==> src/rtl/fetch_ctrl_pkg.sv <==
// Shared types for the fetch controller and its neighbours.
// Holds FSM state encoding, PC step and the prediction-buffer update bundle.
package fetch_ctrl_pkg;

  typedef enum logic [1:0] {
    RUN,
    STALL,
    FLUSH
  } fetch_state_e;

  localparam logic [31:0] PC_STEP = 32'd4;

  // idx carries the full word address; consumers keep the low bits they need
  typedef struct packed {
    logic        valid;
    logic        taken;
    logic [29:0] idx;
  } bpb_update_t;

  function automatic logic [31:0] align_pc(input logic [31:0] a);
    return {a[31:2], 2'b00};
  endfunction

endpackage

==> src/rtl/fetch_ctrl_next_pc_sel.sv <==
// Next-PC priority mux for fetch.
// Order: redirect, predicted target, sequential, hold.
module fetch_ctrl_next_pc_sel
  import fetch_ctrl_pkg::*;
(
  input  logic        redirect_valid,
  input  logic [31:0] redirect_pc,
  input  logic        accept,
  input  logic        pred_taken,
  input  logic [31:0] pred_target,
  input  logic [31:0] pc,
  output logic [31:0] next_pc
);

  always_comb begin
    next_pc = pc;
    if (redirect_valid) begin
      next_pc = align_pc(redirect_pc);
    end else if (accept && pred_taken) begin
      next_pc = align_pc(pred_target);
    end else if (accept) begin
      next_pc = align_pc(pc + PC_STEP);
    end
  end

endmodule

==> src/rtl/fetch_ctrl.sv <==
// Fetch sequencing: PC register, stall/flush FSM, redirect counting
// and registered commit-side history / prediction-buffer updates.
module fetch_ctrl
  import fetch_ctrl_pkg::*;
#(
  parameter logic [31:0] RESET_PC     = 32'h0000_0000,
  parameter int unsigned FLUSH_CYCLES = 2,
  parameter int unsigned IDX_BITS     = 10
) (
  input  logic                clk,
  input  logic                reset,
  input  logic                iq_full,
  input  logic                pred_taken,
  input  logic [31:0]         pred_target,
  input  logic                redirect_valid,
  input  logic [31:0]         redirect_pc,
  input  logic                br_commit_valid,
  input  logic                br_commit_taken,
  input  logic [31:0]         br_commit_pc,
  output logic [31:0]         pc,
  output logic                fetch_valid,
  output logic                flush,
  output logic                hist_update,
  output logic                hist_bit,
  output logic                bpb_update_valid,
  output logic                bpb_update_taken,
  output logic [IDX_BITS-1:0] bpb_update_idx,
  output logic [31:0]         mispredict_count
);

  fetch_state_e state, state_n;
  logic [3:0]   cnt, cnt_n;
  logic [31:0]  next_pc;
  bpb_update_t  upd;

  fetch_ctrl_next_pc_sel u_sel (
    .redirect_valid (redirect_valid),
    .redirect_pc    (redirect_pc),
    .accept         (fetch_valid),
    .pred_taken     (pred_taken),
    .pred_target    (pred_target),
    .pc             (pc),
    .next_pc        (next_pc)
  );

  always_comb begin
    state_n     = state;
    cnt_n       = cnt;
    fetch_valid = 1'b0;
    flush       = 1'b0;
    unique case (state)
      RUN: begin
        fetch_valid = !iq_full && !redirect_valid;
        if (iq_full) state_n = STALL;
      end
      STALL: begin
        if (!iq_full) state_n = RUN;
      end
      FLUSH: begin
        flush = 1'b1;
        cnt_n = cnt - 4'd1;
        if (cnt == 4'd1) state_n = iq_full ? STALL : RUN;
      end
      default: state_n = RUN;
    endcase
    // redirect overrides whatever the current state wanted
    if (redirect_valid) begin
      state_n = FLUSH;
      cnt_n   = 4'(FLUSH_CYCLES);
    end
    if (reset) begin
      fetch_valid = 1'b0;
      flush       = 1'b0;
    end
  end

  always_ff @(posedge clk) begin
    if (reset) begin
      state            <= RUN;
      cnt              <= 4'd0;
      pc               <= align_pc(RESET_PC);
      mispredict_count <= 32'd0;
      upd              <= '0;
    end else begin
      state <= state_n;
      cnt   <= cnt_n;
      pc    <= next_pc;
      if (redirect_valid && mispredict_count != 32'hFFFF_FFFF)
        mispredict_count <= mispredict_count + 32'd1;
      upd.valid <= br_commit_valid;
      upd.taken <= br_commit_taken;
      upd.idx   <= br_commit_pc[31:2];
    end
  end

  assign hist_update      = upd.valid;
  assign hist_bit         = upd.taken;
  assign bpb_update_valid = upd.valid;
  assign bpb_update_taken = upd.taken;
  assign bpb_update_idx   = upd.idx[IDX_BITS-1:0];

  logic unused_bits;
  assign unused_bits = ^{upd.idx, br_commit_pc[1:0]};

endmodule

==> config.mk <==
export PLATFORM = sky130hd
export DESIGN_NAME = fetch_ctrl
export DESIGN_NICKNAME = d
export VERILOG_FILES = /design/src/rtl/fetch_ctrl_pkg.sv /design/src/rtl/fetch_ctrl_next_pc_sel.sv /design/src/rtl/fetch_ctrl.sv
export SDC_FILE = /design/constraint.sdc
export NUM_CORES = 1
export LEC_CHECK = 0
export CAP_MARGIN = 20
export CORE_UTILIZATION = 47
export DETAILED_ROUTE_END_ITERATION = 6
export PLACE_DENSITY = 0.87
export SYNTH_ARGS = -nofsm -noshare
export SYNTH_HDL_FRONTEND = slang
export SYNTH_HIERARCHICAL = 1
export SYNTH_SLANG_ARGS = --single-unit
==> constraint.sdc <==
create_clock -name clk -period 6.55 [get_ports clk]
set_clock_uncertainty 0.05 [all_clocks]
set_input_delay 1.31 -clock clk [delete_from_list [all_inputs] [get_ports clk]]
set_output_delay 1.31 -clock clk [all_outputs]
set_load 0.01 [all_outputs]
==> flow_summary.ini <==
[hold_path]
min_path_type = flip-flop to flip-flop
worstHoldEndpoint = mispredict_count[13]
hp-start = mispredict_count[13]
worstHoldPathCells = 2

[cts]
path_clk_slew_ns = 0.09
insertion_delay_ns = 0.35
ctsHoldBuffers = 0
ctsResizeCount = 0
cts_tree = done
cts_buffer_depth = 2
post_cts_buffers = 0
cts_inserted_buffers = 9
cts_sinks = 82
h-tree-depth = 3
root_buffer = clkbuf_8

[global_route]
grt_util_met1_pct = 28.36
grt_use_met2_pct = 43.46
antenna_found_initial = 0
busiest_layer = met2
grt_max_degree = 83
grt_usage_pct = 24.46
grt_pass1_vias = 4185
grtUsageMet3_pct = 5.603
grt_first_pass_wirelength_um = 19310
overflow = 0

[final_layout]
syn_to_final_growth_pct = 39.26
final_util_pct = 66.98
mostFrequentLayoutCells = 154 x clkdlybuf4s50_1, 82 x dfxtp_1, 55 x nand2_1
final_nets = 781
multi_input_area_um2 = 2532
final_common_cell = clkdlybuf4s50_1
final_cells = 790
drive_gt1_share_pct = 5.007
ff_latch_area_um2 = 1642
n_antenna_cell = 0
nFillCells = 769

[floorplan]
initial_core_util_pct = 48.10
dieArea_um2 = 9803
core_um2 = 9196
core.rowCount = 35
die_h_um = 99.01
fp.dieW_um = 99.01
num_io_pins = 183

[synth]
synthDominantCellAreaShare_pct = 37.11
synth.top_cells.by_area = dfxtp_1 37%, nor2b_1 6.5%, xnor2_1 5.7%
synthFlopType = dfxtp_1
syn_inst = 539
syn_area_per_cell_um2 = 8.206
yosysSeqAreaShare_pct = 37.11
synth_area_um2 = 4423
synth_top_area_cell = dfxtp_1
synth-edff-count = 0
yosysWarnings = 6
ys_ff_latch = 82
synth_nets = 646
ys_async_sr_fraction_pct = 0
ys_types = 53

[setup_path]
start_kind = input pin
worstSetupPathType = input pin to primary output
ff2ff_path_depth = 8
cp_data_required_time_ns = 5.19
r2r_slack_ns = 3.87
crit_path_end_kind = primary output
worstReg2RegEnd = pc[16]
critPathArrivalTime_ns = 2.86
crit_path_max_fanout = 14
timing.rr.start = state[1]

[routing]
vias = 4517
drc_errors = 0
drtIter0Drc = 165
wl_per_cell_um = 15.30
drt_pass1_iterations = 5
finalWirelength_um = 12090
ant_nets = 0
vias_per_cell = 5.718

[flow_run]
maxCapViolCount = 0

[power_and_ir_drop]
power_density_nw_per_um2 = 173.7
leakage_nw = 2.096
vdd_drop_max_mv = 0.1131

[timing]
fmax_ghz = 0.2370
setup_violations = 0
period_share_pct = 64.43
finalMaxSlewViolations = 0
rsz0062_at_grt = false
finalHoldViolations = 0
fin_setup_tns_ns = 0
relSlewSlack_pct = 43.32
fin_crit_ns = 4.220
tightest_slew_ns = 0.8501

[placed_design]
dp.cells = 774
gp_congestion = 0.8369
port_buffers = 156
dp_hpwl_um = 8537

[outcome]
status = completed
==> layer usage <==
| metal | part of all wire [%] | wire, um |
|---|---|---|
| met1 | 40 | 4858 |
| met2 | 51 | 6197 |
| met3 | 6.6 | 800 |
| met4 | 1.9 | 232 |
| met5 | 0 | 0 |
==> synth_stat cells (all sizes together) (8+ instances only) <==
| library cell | number |
|---|---|
| and4 | 11 |
| or4 | 13 |
| nand2 | 55 |
| inv | 19 |
| o21ai | 19 |
| xnor2 | 29 |
| nand4 | 17 |
| clkbuf | 22 |
| nor4 | 14 |
| nand3 | 18 |
| buf | 14 |
| nor2 | 41 |
| nor3 | 12 |
| a21oi | 31 |
| o31ai | 17 |
| xor2 | 8 |
| nor2b | 46 |
| dfxtp | 82 |
==> flip-flops by register name, summed over array words and instances, names as in the netlist <==
register / cells
mispredict_count: 32
pc: 32
bpb_update_idx: 10
cnt: 4
state: 2
bpb_update_taken: 1
bpb_update_valid: 1
==> report_power, final <==
group	switching [mW]	internal, mW	leakage [nW]
logic	0.0651	0.100	1.33
clock network	0.188	0.179	0.0901
registers	0.0206	0.517	0.672
total	0.274	0.796	2.10
==> kinds of logic after synthesis <==
family / Yosys count / synth area share (%)
and+or+nand+nor: 253 / 32.25
DFF: 82 / 37.11
muxes: 3 / 0.7072
xor gates and xnor gates: 37 / 7.327
adders and majority gates: 4 / 1.132
AOI/OAI and AO/OA: 105 / 15.70
buffers and inverters: 55 / 5.771
==> final cells by class <==
class / instances / share of cell area [%]
multi-input combinational: 402 / 41.11
sequential: 82 / 26.65
timing repair buffer: 160 / 25.68
tap: 111 / 2.255
clock buffer: 11 / 2.133
inverter: 19 / 1.158
clock inverter: 5 / 1.016
==> metrics by stage <==
step | total power, mW | hold slack, ns | instance area (um^2) | setup WS [ns]
floorplan | 0.6168 | 0.4351 | 4423 | 2.639
global placement | 0.7091 | 0.4208 | 5966 | 2.449
detailed placement | 0.7135 | 0.4479 | 5966 | 2.361
CTS | 1.078 | 0.4639 | 6160 | 2.350
global route | 1.117 | 0.4933 | 6160 | 2.274
finish | 1.070 | 0.4601 | 6160 | 2.330
==> how the worst max path moves through the flow <==
stage / end / startpoint / depth (start not counted)
after floorplan: pc[21] / reset / 9
after global placement: fetch_valid / iq_full / 4
after detailed placement: fetch_valid / iq_full / 4
after CTS: fetch_valid / iq_full / 4
after global routing: fetch_valid / iq_full / 4
final: fetch_valid / iq_full / 4
==> critical path: stages <==
cell and delay, ns:
clkdlybuf4s50_1 0.46, nor4_2 0.27, buf_4 0.24, clkdlybuf4s50_1 0.57
No activity file was read; power rests on OpenSTA's default activity.
==> variant 1 (config.mk and constraints unchanged) <==
Change the parameter `IDX_BITS` from 10 to 8.
--- a/src/rtl/fetch_ctrl.sv
+++ b/src/rtl/fetch_ctrl.sv
@@ -6,5 +6,5 @@
   parameter logic [31:0] RESET_PC     = 32'h0000_0000,
   parameter int unsigned FLUSH_CYCLES = 2,
-  parameter int unsigned IDX_BITS     = 10
+  parameter int unsigned IDX_BITS     = 8
 ) (
   input  logic                clk,
Ports: changed (resized bpb_update_idx); port bits go from 183 to 181. No check against the original RTL was run, so the function may have changed too.
==> variant 1 against the original RTL <==
  * Total power shrank 1.8%
  * Non-clock buffer count shrank 4
  * Via count grew 0.49%
  * Routed wire length grew 0.65%
  * Global-route usage grew 0.79 points
  * Largest power group unchanged
  * Worst setup slack gained 0.12 ns
  * Sequential share of layout area shrank 0.24 points
  * Sequential cell count shrank 2
  * First-iteration DRC count shrank 1.8%
  * Cell area shrank 1.6%
  * Critical path type unchanged
  * Synthesized area shrank 1.9%
  * Cell count shrank 0.25%
  * The run now ends with design-rule violations left
==> variant 1: results (changes against the original RTL) <==
========================================================================================
Cell count after placement                                                           771   -0.39%
Syn nets                                                                             648   +0.31%
Overall fraction of global-route tracks in use                                    0.2525   +0.007923
Arrival time of the worst setup path                                             2.74 ns   -0.12 ns
Net count, final                                                                     782   +0.13%
Layout Cells excl Fill                                                               788   -0.25%
First-pass GRT wire length                                                      19.88 mm   +2.9%
Post-synthesis cell count                                                            541   +0.37%
Net switching power                                                             271.5 µW   -0.87%
Grt met2 use                                                                      0.4453   +0.01064
Status                                                                      complete, but fails checks
Wire length on met1                                                             5.157 mm   +6.2%
Placed wire-length estimate after detailed placement                            8.628 mm   +1.1%
Remaining DRCs                                                                         7   +7
GR met1 Demand/Resource                                                           0.3025   +0.01888
P_leak                                                                          2.084 nW   -0.56%
Most common library cells after synthesis                                   sky130_fd_sc_hd__dfxtp_1 (80), sky130_fd_sc_hd__nand2_1 (58), sky130_fd_sc_hd__nor2_1 (49), sky130_fd_sc_hd__nor2b_1 (46), sky130_fd_sc_hd__a21oi_1 (27)
Share of final-layout standard cells stronger than drive strength 1              0.05147   +0.001397
Slew of the pin with the lowest slew margin                                    0.8605 ns   +0.01034 ns
Antenna violations before repair                                                       0   unchanged
Pin count of the biggest net entering global routing                                  84   +1.2%
Placed cell areas                                                           0.005862 mm²   -1.7%
IR Drop Worst-Case VDD                                                          119.6 µV   +5.8%
Uppermost metal layer occupied by signal nets                                       met4
Violated checks                                                             design-rule violations
Met3 routed WL                                                                    866 µm   +8.3%
Fraction of met3 tracks used by global routing                                   0.04796   -0.008068
Via count of the first global-routing pass                                         4,296   +2.7%
Sequential area share after synthesis                                             0.3690   -0.002163
Post-synthesis cell type count                                                        52   -1.9%
Placement Setup Slack                                                           2.445 ns   +0.08378 ns
Routed Wire Length                                                              12.17 mm   +0.65%
Port bufs                                                                            152   -2.6%
Number of search-and-repair iterations in the first detailed-routing pass              7   +2
Longest Clk Path Bufs                                                                  2   unchanged
First-iteration detailed-routing DRC count                                           162   -1.8%
Routed length on met2                                                           5.941 mm   -4.1%
Biggest area contributors in the synthesized netlist                        sky130_fd_sc_hd__dfxtp_1 (37%), sky130_fd_sc_hd__nor2b_1 (6.6%), sky130_fd_sc_hd__nand2_1 (5.0%)
========================================================================================
[variant 1: changes by cell type in the layout (fill, tap and decap cells not counted), moves of 4 or more]
cell | before | now
sky130_fd_sc_hd__or3_1 | 6 | 12
sky130_fd_sc_hd__o31ai_1 | 17 | 11
sky130_fd_sc_hd__clkdlybuf4s50_1 | 154 | 150
sky130_fd_sc_hd__or4_1 | 13 | 8
sky130_fd_sc_hd__xnor2_1 | 29 | 23
sky130_fd_sc_hd__nor2_1 | 41 | 49
sky130_fd_sc_hd__a21oi_1 | 31 | 27
sky130_fd_sc_hd__o21ai_0 | 18 | 22
[variant 1: kinds of logic (layout without fill, tap and decap cells)]
family                     after synthesis  in the layout  synth area share
xor gates and xnor gates                32             32           0.06457
AOI/OAI and AO/OA                       99             99            0.1545
buffers and inverters                   52            191           0.05189
adders and majority gates                4              4           0.01153
DFF                                     80             80            0.3690
muxes                                    6              6           0.01470
and+or+nand+nor                        268            268            0.3338
[variant 1: worst max-delay path: stages]
cell and delay (ns):
sky130_fd_sc_hd__clkdlybuf4s50_1 0.44, sky130_fd_sc_hd__nor4_2 0.21, sky130_fd_sc_hd__buf_4 0.22, sky130_fd_sc_hd__clkdlybuf4s50_1 0.56
[variant 1: worst paths after layout]
| path | from | slack [ns] | to |
|---|---|---|---|
| max | iq_full | 2.45 | fetch_valid |
| min | mispredict_count[1] | 0.47 | mispredict_count[1] |
| max reg2reg | state[1] | 3.86 | pc[16] |
| min reg2reg | mispredict_count[1] | 0.47 | mispredict_count[1] |
[variant 1: layout make-up]
cell class                      count  area [µm²]
Fill cell                         716        2785
Timing Repair Buffer              156        1539
Clock buffer                        9       123.9
Multi-Input combinational cell    409        2520
Tap cell                          108       135.1
Clock inverter                      7       72.57
Inverter                           19       71.32
Sequential cell                    80        1602
==> variant 2 (config.mk and constraints unchanged) <==
Made on the original files. Encoding of `fetch_state_e`: now one-hot (3 bits for 3 states).
--- a/src/rtl/fetch_ctrl_pkg.sv
+++ b/src/rtl/fetch_ctrl_pkg.sv
@@ -3,8 +3,8 @@
 package fetch_ctrl_pkg;
 
-  typedef enum logic [1:0] {
-    RUN,
-    STALL,
-    FLUSH
+  typedef enum logic [2:0] {
+    RUN   = 3'b001,
+    STALL = 3'b010,
+    FLUSH = 3'b100
   } fetch_state_e;
 
Function: same outputs for any inputs over 10 cycles, from zero or initial values and one cycle with reset high; not proved beyond that.
==> variant 2 against the original RTL <==
  * Synthesized cell count grew 2.0%
  * Cell count grew 3.5%
  * Worst setup slack lost 1.0 ns
  * Total power grew 9.5%
  * Cell area grew 3.0%
  * Non-clock buffer count shrank 2
  * Synthesized area grew 3.0%
  * Sequential cell count grew 1
  * Sequential power grew 1%
  * Routed wire length grew 7.6%
  * Largest power group unchanged
==> variant 2: results (changes against the original RTL) <==
========================================================================================
Number of search-and-repair iterations in the first detailed-routing pass              4   -1
Biggest area contributors in the synthesized netlist                        sky130_fd_sc_hd__dfxtp_1 (36%), sky130_fd_sc_hd__nor2b_1 (7.0%), sky130_fd_sc_hd__nand2_1 (4.0%)
Pin count of the biggest net entering global routing                                  91   +9.6%
First-pass GRT wire length                                                      20.41 mm   +5.7%
First-iteration detailed-routing DRC count                                           209   +27%
Post-synthesis cell type count                                                        60   +13%
Startpoint of the worst register-to-register path                               state[0]
Vias per cell                                                                      5.720   about the same
Setup slack, reg-to-reg                                                          2.75 ns   -1.12 ns
GPL Wtd Cong                                                                      0.8625   +3.1%
Via count of the first global-routing pass                                         4,230   +1.1%
Cell count after placement                                                           802   +3.6%
Wire length on met1                                                             5.531 mm   +14%
IR Drop Worst-Case VDD                                                          102.0 µV   -9.8%
Most common library cells after synthesis                                   sky130_fd_sc_hd__dfxtp_1 (83), sky130_fd_sc_hd__nor2b_1 (51), sky130_fd_sc_hd__nand2_1 (49), sky130_fd_sc_hd__nor2_1 (40), sky130_fd_sc_hd__a21oi_1 (30)
Family with the most delay on the worst path                                simple AND/OR/NAND/NOR gates
Placed wire-length estimate after detailed placement                            8.907 mm   +4.3%
Critical-path top delay cell                                                sky130_fd_sc_hd__nor3_2
Sequential area share after synthesis                                             0.3648   -0.006311
Status                                                                      complete, no violations
Post-Synthesis Mean Instance Area                                              8.281 µm²   +0.91%
Net count, final                                                                     791   +1.3%
Slack of the critical path                                                      1.334 ns   -0.9958 ns
Overall fraction of global-route tracks in use                                    0.2515   +0.006962
Routed Wire Length                                                              13.01 mm   +7.6%
========================================================================================
-- variant 2: cell types whose count changed in the layout (fill, tap and decap cells not counted), moves of 4 or more --
cell	delta
sky130_fd_sc_hd__and4_1	-4
sky130_fd_sc_hd__nor2b_1	+5
sky130_fd_sc_hd__xnor2_1	-12
sky130_fd_sc_hd__or3_1	+4
sky130_fd_sc_hd__nand2_1	-6
sky130_fd_sc_hd__xor2_1	+4
sky130_fd_sc_hd__a211oi_1	-6
sky130_fd_sc_hd__o21ai_0	-4
sky130_fd_sc_hd__nor3_1	+4
-- variant 2: cell type report --
| class | instances | area [µm²] |
|---|---|---|
| Clock buffer | 10 | 137.6 |
| Clock inverter | 6 | 111.4 |
| Fill cell | 731 | 2983 |
| Inverter | 21 | 78.83 |
| Multi-Input combinational cell | 411 | 2628 |
| Sequential cell | 83 | 1662 |
| Tap cell | 129 | 161.4 |
| Timing Repair Buffer | 158 | 1567 |
-- variant 2: worst min-delay path by stage --
stage                              from                  end  slack (ns)
CTS                 mispredict_count[4]  mispredict_count[4]        0.47
floorplan                        cnt[1]               cnt[1]        0.43
global route        mispredict_count[4]  mispredict_count[4]        0.52
global placement    mispredict_count[4]  mispredict_count[4]        0.45
detailed placement  mispredict_count[4]  mispredict_count[4]        0.46
finish              mispredict_count[4]  mispredict_count[4]        0.47
-- variant 2: logic make-up (layout without fill, tap and decap cells) --
family	after synthesis	count (layout)	synth area share
AND/OR/NAND/NOR	269	269	0.3379
AO/OA/AOI/OAI	99	99	0.1464
flip-flops	83	83	0.3648
buffers and inverters	56	195	0.05934
XOR/XNOR	29	29	0.05577
multiplexers	10	10	0.02472
adder cells (fa/ha/maj)	4	4	0.01099
-- variant 2: metal layers --
metal,up-vias,GRT usage
met5,-,0
met2,196,0.4320
met4,0,0.09922
met1,2211,0.3160
met3,26,0.03830
li1,2246,-
-- variant 2: power by group through the flow --
stage / clock (mW) / combinational [mW] / sequential (mW)
floorplan: 0 / 0.0682 / 0.559
global placement: 0 / 0.164 / 0.554
detailed placement: 0 / 0.167 / 0.555
CTS: 0.464 / 0.169 / 0.543
global route: 0.489 / 0.183 / 0.547
finish: 0.459 / 0.169 / 0.544
-- variant 2: worst min-delay path: stages, from the launching register on --
cell and delay, ns:
sky130_fd_sc_hd__dfxtp_1 0.35, sky130_fd_sc_hd__o21ai_1 0.08, sky130_fd_sc_hd__a21oi_1 0.06
